--- src/rtl/seven_seg_scan.sv ---
// Four-digit common-anode seven-segment scanner with one-cycle anode dead-time
// and per-frame digit snapshot. Define SEG_HEX_EN to show 10-15 as hex A-F.
module seven_seg_scan #(
  parameter int CLK_DIV = 50000,
  parameter int CNT_W   = 16
) (
  input  logic        clk,
  input  logic        rst,
  input  logic [15:0] digits,
  input  logic [3:0]  dp_in,
  input  logic        lz_en,
  output logic [3:0]  an,
  output logic [6:0]  seg,
  output logic        dp
);

  typedef enum logic {BLANK, DRIVE} state_t;

  localparam logic [CNT_W-1:0] LAST    = CNT_W'(CLK_DIV - 1);
  localparam logic [6:0]       SEG_OFF = 7'b1111111;

  state_t           state;
  logic [1:0]       idx;
  logic [CNT_W-1:0] prescaler;
  logic [15:0]      snap;
  logic [3:0]       dp_snap;

  logic [15:0] src;
  logic [3:0]  dp_src;
  logic [3:0]  cur;
  logic [3:0]  zero;
  logic        lz_blank;

  function automatic logic [6:0] decode(input logic [3:0] v);
    case (v)
      4'd0:    decode = 7'b1000000;
      4'd1:    decode = 7'b1111001;
      4'd2:    decode = 7'b0100100;
      4'd3:    decode = 7'b0110000;
      4'd4:    decode = 7'b0011001;
      4'd5:    decode = 7'b0010010;
      4'd6:    decode = 7'b0000010;
      4'd7:    decode = 7'b1111000;
      4'd8:    decode = 7'b0000000;
      4'd9:    decode = 7'b0010000;
`ifdef SEG_HEX_EN
      4'd10:   decode = 7'b0001000;
      4'd11:   decode = 7'b0000011;
      4'd12:   decode = 7'b1000110;
      4'd13:   decode = 7'b0100001;
      4'd14:   decode = 7'b0000110;
      default: decode = 7'b0001110;
`else
      default: decode = 7'b0111111;
`endif
    endcase
  endfunction

  // Digit 0 starts a frame, so it reads the live inputs that are being
  // snapshotted on the same edge; later digits read the frozen snapshot.
  always_comb begin
    // NOTE: every combinational output gets a default first so no latch is inferred.
    src      = (idx == 2'd0) ? digits : snap;
    dp_src   = (idx == 2'd0) ? dp_in  : dp_snap;
    cur      = src[{idx, 2'b00} +: 4];
    lz_blank = 1'b0;
    for (int i = 0; i < 4; i++) zero[i] = (snap[4*i +: 4] == 4'd0);
    if (lz_en) begin
      case (idx)
        2'd1:    lz_blank = zero[3] & zero[2] & zero[1];
        2'd2:    lz_blank = zero[3] & zero[2];
        2'd3:    lz_blank = zero[3];
        default: lz_blank = 1'b0;
      endcase
    end
  end

  // NOTE: sequential state uses non-blocking assignments only, so every
  // register samples pre-edge values regardless of statement order.
  always_ff @(posedge clk or negedge rst) begin
    if (!rst) begin
      state     <= BLANK;
      idx       <= 2'd0;
      prescaler <= '0;
      // NOTE: the snapshot is a handful of flops, not a memory, so it is reset too.
      snap      <= 16'h0000;
      dp_snap   <= 4'h0;
      an        <= 4'b1111;
      seg       <= SEG_OFF;
      dp        <= 1'b1;
    end else begin
      case (state)
        BLANK: begin
          state     <= DRIVE;
          prescaler <= '0;
          an        <= ~(4'b0001 << idx);
          seg       <= lz_blank ? SEG_OFF : decode(cur);
          dp        <= ~dp_src[idx];
          if (idx == 2'd0) begin
            snap    <= digits;
            dp_snap <= dp_in;
          end
        end
        DRIVE: begin
          if (prescaler == LAST) begin
            state     <= BLANK;
            prescaler <= '0;
            idx       <= idx + 2'd1;
            an        <= 4'b1111;
            seg       <= SEG_OFF;
            dp        <= 1'b1;
          end else begin
            prescaler <= prescaler + 1'b1;
          end
        end
        default: state <= BLANK;
      endcase
    end
  end

endmodule

--- config.mk ---
export PLATFORM = sky130hd
export DESIGN_NAME = seven_seg_scan
export DESIGN_NICKNAME = d
export VERILOG_FILES = /design/src/rtl/seven_seg_scan.sv
export SDC_FILE = /design/constraint.sdc
export NUM_CORES = 1
export LEC_CHECK = 0
export CAP_MARGIN = 20
export CORE_ASPECT_RATIO = 1.75
export CORE_MARGIN = 8
export CORE_UTILIZATION = 50
export DETAILED_ROUTE_END_ITERATION = 12
export PLACE_DENSITY = 0.74
export SETUP_SLACK_MARGIN = 0.2
export SLEW_MARGIN = 5
export SYNTH_ARGS = -nofsm -noshare
export SYNTH_HDL_FRONTEND = slang
export SYNTH_SLANG_ARGS = --single-unit
--- constraint.sdc ---
create_clock -name clk -period 9.3 [get_ports clk]
set_input_delay 1.395 -clock clk [delete_from_list [all_inputs] [get_ports clk]]
set_output_delay 1.395 -clock clk [all_outputs]
set_load 0.02 [all_outputs]
* Word level (Yosys, flattened, before mapping)
Memory sizes are Yosys's and may differ from the RTL's. Cells that the tools add are included.
Word-level totals: output and inout port bits 12, ROM bits 112, input port bits 23, register bits 51, memories kept 1, word-level logic and storage cells 46
Operators by class: add/subtract/negate cells 2, $lt $le $gt $ge 1, bitwise gates (word level) 5, reductions and logical operators 5, mux-type cells 17, equality and inequality tests 5, shifts and indexed selects 2
Memory list:
- (no name shown) | depth 16, width 7, rd ports 1, clocked after memory_dff 0, write ports 0, line 35 | case (v)
Operators with widths (count):
- 2-to-1 mux 16 bit | 2
- case mux 16 bit (2 select lines) | 1
- adder 16 x 1 -> 16 bit (second input constant) | 1
- == test 16 bit (second input constant) | 1
- indexed part select 16 x 5 -> 4 bit | 1
- 2-to-1 mux 7 bit | 2
- case mux 7 bit (2 select lines) | 1
- logical NOT 4 bit | 3
- 2-to-1 mux 4 bit | 2
- case mux 4 bit (2 select lines) | 1
- == test 2 bit (second input constant) | 2
- 2-to-1 mux 1 bit | 4
- NOT 4 bit | 1
- case mux 1 bit (2 select lines) | 2
- << shifter 1 x 2 -> 4 bit (first input constant) | 1
- less-than comparator 2 x 3 -> 1 bit (second input constant) | 1
- case mux 1 bit (3 select lines) | 1
- adder 2 x 1 -> 2 bit (second input constant) | 1
- AND 1 bit | 2
- binary-select mux 1 bit (select 2 bit) | 1
- == test 2 x 1 -> 1 bit (second input constant) | 1
- logical NOT 2 bit | 1
- inequality test 2 x 1 -> 1 bit (second input constant) | 1
- NOT 1 bit | 2
- AND reduction 2 bit | 1

* Depth between registers and ports, before layout
depth after elaboration 7, mapped depth 15, depth with buffers taken out 11

* Worst setup path before layout
OpenSTA, ideal clock, no wires.
path kind reg2reg, start point register idx[1], end point register seg[0], cell stages (with the launch flop) 15, clock period less this slack 3.031 ns, path buffers 4, library setup time 0.101 ns, required time 9.199 ns, arrival 2.930 ns, setup slack 6.269 ns, cell sequence dfrtp_1 -> buf_2 -> buf_2 -> inv_1 -> ha_1 -> buf_4 -> buf_2 -> mux4_2 -> nand2_1 -> and2_1 -> inv_1 -> ha_1 -> nor2b_1 -> o31ai_1 -> a311oi_1
Between the ends: longest elaborated chain between the ends 6, elaborated cells on any way between the ends 11, those cells by class eq/ne (3); shift (1); mux (5); reduce/logical (1); memory (1)
Ends and longest elaborated chain:
- start, declared | line 23 | logic [1:0] idx;
- start signal, assigned | line 108 | idx <= idx + 2'd1;
- logical NOT 2 bit | line 63 | src = (idx == 2'd0) ? digits : snap;
- 2-to-1 mux 16 bit
- indexed part select 16 x 5 -> 4 bit | line 65 | cur = src[{idx, 2'b00} +: 4];
- memory read (16 x 7 bit)
- 2-to-1 mux 7 bit * | line 97 | seg <= lz_blank ? SEG_OFF : decode(cur);
- case mux 7 bit (2 select lines) * | line 92 | case (state)
- end signal, assigned | line 97
- end, declared | line 13 | output logic [6:0] seg,
Mark *: on every way between the ends. The rest lies on a longest branch, timed or not. A chain may end at the register's enable or synchronous reset.

* Final worst setup path
Same ends and word-level chain as after synthesis.

==> flow_metrics.env <==
export IMPL_regArea_um2=1290
export IMPL_clkSinkCount=51
export IMPL_synth_area_um2=2930
export IMPL_detailed_place_area_um2=3330
export IMPL_layout_setup_ws_ns=5.88
export IMPL_post_synth_inst_count=269
export IMPL_die_height_um=117
export IMPL_global_route_overflow_total=0
export IMPL_dpl_cell_count=373
export IMPL_gpl_final_weighted_congestion=0.939
export IMPL_max_cap_violation_count=0
export IMPL_tritoncts_num_buffers=5
export IMPL_slew_headroom_pct=30.2
export IMPL_synth_distinct_cells=46
export IMPL_critical_path_required_ns=9.52
export IMPL_worstSkewPairLatency_ns=0.31
export IMPL_worst_setup_path_start_kind="register"
export IMPL_max_clock_path_buffers=2
export IMPL_area_of_combinational_cells_with_multiple_inputs_um2=1520
export IMPL_synth_async_reset_ratio_pct=100
export IMPL_yosys_warnings=0
export IMPL_detail_route_antenna_nets=0
export IMPL_grt_util_all_layers_pct=16.3
export IMPL_synth_fp_nets=303
export IMPL_final_period_utilization_pct=36.8
export IMPL_hold_viol=0
export IMPL_drc=0
export IMPL_portBuffers=34
export IMPL_initial_utilization_pct=50.6
export IMPL_clock_tree_htree_level_count=2
export IMPL_synth_simple_gate_area_share_pct=14.8
export IMPL_final_cell_area_um2=3460
export IMPL_antenna_cells=0
export IMPL_worst_hold_slack_ns=0.504
export IMPL_timing_fmax_mhz=292
export IMPL_firstDrtPassIters=7
export IMPL_dp_hpwl_mm=4.80
export IMPL_num_io_pins=35
export IMPL_dr_first_iter_drc_count=111
export IMPL_result_of_the_run="complete, no violations"
export IMPL_hold_path_class="reg -> reg"
export IMPL_clock_tree_from_tritoncts="done"
export IMPL_synthAdderAreaFrac_pct=4.70
export IMPL_synthXorXnorAreaFrac_pct=4.49
export IMPL_syn_mean_instance_area_um2=10.9
export IMPL_rows=37
export IMPL_via_count=2171
export IMPL_grt_antenna_before_repair=0
export IMPL_synth_compound_area_share_pct=8.51
export IMPL_synth_seq_cells=51
export IMPL_post_drt_wl_per_cell_um=16.9
export IMPL_power_leakage_nw=1.44
export IMPL_fin_cells=381
export IMPL_postCtsResizedCells=0
export IMPL_core_area_um2=5790
export IMPL_first_global_vias=2276
export IMPL_layout_nets=336
export IMPL_syn2layout_area_growth_pct=18.3
export IMPL_worst_setup_hold_path_clk_slew_ns=0.10
export IMPL_wire_length_of_the_first_global_routing_pass_mm=10.8
export IMPL_grt_setup_unrepaired="no"
export IMPL_worstSetupPathType="reg -> reg"
export IMPL_timing_final_crit_period_ns=3.42
export IMPL_die_area_um2=8650
export IMPL_post_route_cells_drive_above_1_share_pct=18.2
export IMPL_die_w_um=73.8
export IMPL_synthMuxAreaShare_pct=19.3
export IMPL_finClkSkew_ns=0.00737
export IMPL_number_of_enable_type_register_cells_in_the_synthesized_netlist=0
export IMPL_via_per_inst=5.70
export IMPL_fillers=504
export IMPL_synth_ff_type="sky130_fd_sc_hd__dfrtp_1"
export IMPL_report_final_setup_viol=0
export IMPL_total_negative_setup_slacks_ns=0
export IMPL_critical_path_capture_point_type="register"
export IMPL_cts_hold_fix_buffers=0
export IMPL_timing_max_transition_violations_final=0
export IMPL_max_slew_worst_pin_slew_ns=1.04
export IMPL_preCtsSetupSlack_ns=5.75
export IMPL_cp_data_arrival_time_ns=3.65
export IMPL_p_per_area_nw_per_um2=135
export IMPL_wirelength_mm=6.42
export IMPL_combinational_family_with_the_most_area_after_synthesis="multiplexers"
export IMPL_grt_max_degree=52
export IMPL_ctsRootBufferMaster="sky130_fd_sc_hd__clkbuf_8"
export IMPL_postCtsSetupBuffers=0
export IMPL_crit_path_max_fanout=26
export IMPL_ys_seq_area_share_pct=44.1
export IMPL_vdd_ir_drop_worst_uv=111
[sequential cells by signal, summed over array words and instances, names as in the netlist]
name,cells
state,1
seg,7
dp_snap,4
idx,2
dp,1
snap,16
an,4
prescaler,16
[kinds of logic (layout without fill, tap and decap cells)]
family          count (synthesis)  after routing
compound gates                 33             33
flops                          51             51
simple gates                   88             88
mux                            44             44
fa+ha+maj                      11             11
buf+inv                        27             61
xor+xnor                       15             15
[synthesized netlist by cell type, types with 2 or more instances]
master	n	area, um^2
sky130_fd_sc_hd__dfrtp_1	39	976
sky130_fd_sc_hd__nor2_1	32	120
sky130_fd_sc_hd__mux2_2	20	225
sky130_fd_sc_hd__inv_1	16	60.1
sky130_fd_sc_hd__mux2i_1	16	160
sky130_fd_sc_hd__nand2_1	16	60.1
sky130_fd_sc_hd__nand3_1	13	65.1
sky130_fd_sc_hd__dfstp_2	12	315
sky130_fd_sc_hd__ha_1	11	138
sky130_fd_sc_hd__xnor2_1	10	87.6
sky130_fd_sc_hd__mux4_2	8	180
sky130_fd_sc_hd__a21oi_1	6	30.0
sky130_fd_sc_hd__a31oi_1	6	37.5
sky130_fd_sc_hd__buf_2	5	25.0
sky130_fd_sc_hd__nor2b_1	5	31.3
sky130_fd_sc_hd__xor2_1	5	43.8
sky130_fd_sc_hd__and3_1	4	25.0
sky130_fd_sc_hd__nor4_1	4	25.0
sky130_fd_sc_hd__clkbuf_1	3	11.3
sky130_fd_sc_hd__nand4_1	3	18.8
sky130_fd_sc_hd__nor3_1	3	15.0
sky130_fd_sc_hd__o21a_1	3	22.5
sky130_fd_sc_hd__a211oi_1	2	15.0
sky130_fd_sc_hd__a311oi_1	2	17.5
sky130_fd_sc_hd__nor3b_1	2	15.0
sky130_fd_sc_hd__o21ai_0	2	10.0
sky130_fd_sc_hd__o22ai_1	2	12.5
[cells in the final DEF, fill, tap and decap left out, types with 3 or more instances in the layout]
master                            synthesis  routed
sky130_fd_sc_hd__clkbuf_8                 0       5
sky130_fd_sc_hd__nor4_1                   4       4
sky130_fd_sc_hd__inv_1                   16      16
sky130_fd_sc_hd__dfstp_2                 12      12
sky130_fd_sc_hd__dfrtp_1                 39      39
sky130_fd_sc_hd__nor2_1                  32      32
sky130_fd_sc_hd__mux4_2                   8       8
sky130_fd_sc_hd__mux2_2                  20      20
sky130_fd_sc_hd__nand4_1                  3       3
sky130_fd_sc_hd__o21a_1                   3       3
sky130_fd_sc_hd__nand2_1                 16      16
sky130_fd_sc_hd__xor2_1                   5       5
sky130_fd_sc_hd__nor3_1                   3       3
sky130_fd_sc_hd__a31oi_1                  6       6
sky130_fd_sc_hd__a21oi_1                  6       6
sky130_fd_sc_hd__clkdlybuf4s50_1          0      33
sky130_fd_sc_hd__and3_1                   4       4
sky130_fd_sc_hd__buf_4                    1       3
sky130_fd_sc_hd__ha_1                    11      11
sky130_fd_sc_hd__xnor2_1                 10      10
sky130_fd_sc_hd__nand3_1                 13      13
sky130_fd_sc_hd__nor2b_1                  5       4
sky130_fd_sc_hd__mux2i_1                 16      16
[metal layers]
| layer | share of wire, % | global-route usage (%) | vias up | routed length, um |
|---|---|---|---|---|
| met5 | 0 | 0 | - | 0 |
| met4 | 3.2 | 7.92 | 0 | 206 |
| met3 | 3.5 | 3.58 | 16 | 224 |
| met2 | 55 | 30.1 | 55 | 3560 |
| met1 | 38 | 16.5 | 1076 | 2430 |
| li1 | - | - | 1024 | - |
[final cells by class]
cell class	count	share of cell area [%]
clock inverter	3	1.95
clock buffer	5	1.99
timing repair buffer	37	10.3
multi-input combinational	191	43.9
sequential	51	37.3
inverter	16	1.73
tap	78	2.82
[final timing paths]
kind,endpoint,depth (start not counted),from,slack [ns]
worst min register to register,an[0]$_DFFE_PN1P_,2,an[0]$_DFFE_PN1P_,0.50
worst min-delay path,an[0]$_DFFE_PN1P_,2,an[0]$_DFFE_PN1P_,0.50
worst max-delay path,seg[0]$_DFFE_PN1P_,11,idx[1]$_DFFE_PN0P_,5.88
max in group asynchronous,snap[10]$_DFFE_PN0N_,2,rst,7.69
min in group asynchronous,prescaler[6]$_DFF_PN0_,2,rst,1.17
worst max register to register,seg[0]$_DFFE_PN1P_,11,idx[1]$_DFFE_PN0P_,5.88
[worst max-delay path, stage by stage, from the launching register on]
cell	delay [ns]
sky130_fd_sc_hd__dfrtp_1	0.37
sky130_fd_sc_hd__buf_4	0.23
sky130_fd_sc_hd__inv_1	0.25
sky130_fd_sc_hd__ha_1	0.74
sky130_fd_sc_hd__mux4_2	0.64
sky130_fd_sc_hd__nand2_1	0.09
sky130_fd_sc_hd__and2_1	0.19
sky130_fd_sc_hd__inv_1	0.10
sky130_fd_sc_hd__ha_1	0.20
sky130_fd_sc_hd__nor2b_1	0.13
sky130_fd_sc_hd__o31ai_1	0.25
sky130_fd_sc_hd__a311oi_1	0.14
[through the flow]
step	total power, W	utilization, %
final	0.000468	59.8
after global routing	0.000489	59.8
after CTS	0.000473	59.8
after detailed placement	0.000289	57.5
after global placement	0.000288	57.5
after floorplan	0.000262	-
[report_power, final]
| group | internal [W] | leakage, nW | switching, W |
|---|---|---|---|
| logic | 0.0000259 | 0.768 | 0.0000223 |
| clock network | 0.000107 | 0.0644 | 0.0000761 |
| registers | 0.000231 | 0.610 | 0.00000573 |
| total | 0.000364 | 1.44 | 0.000104 |
No activity file was read; power rests on OpenSTA's default activity.
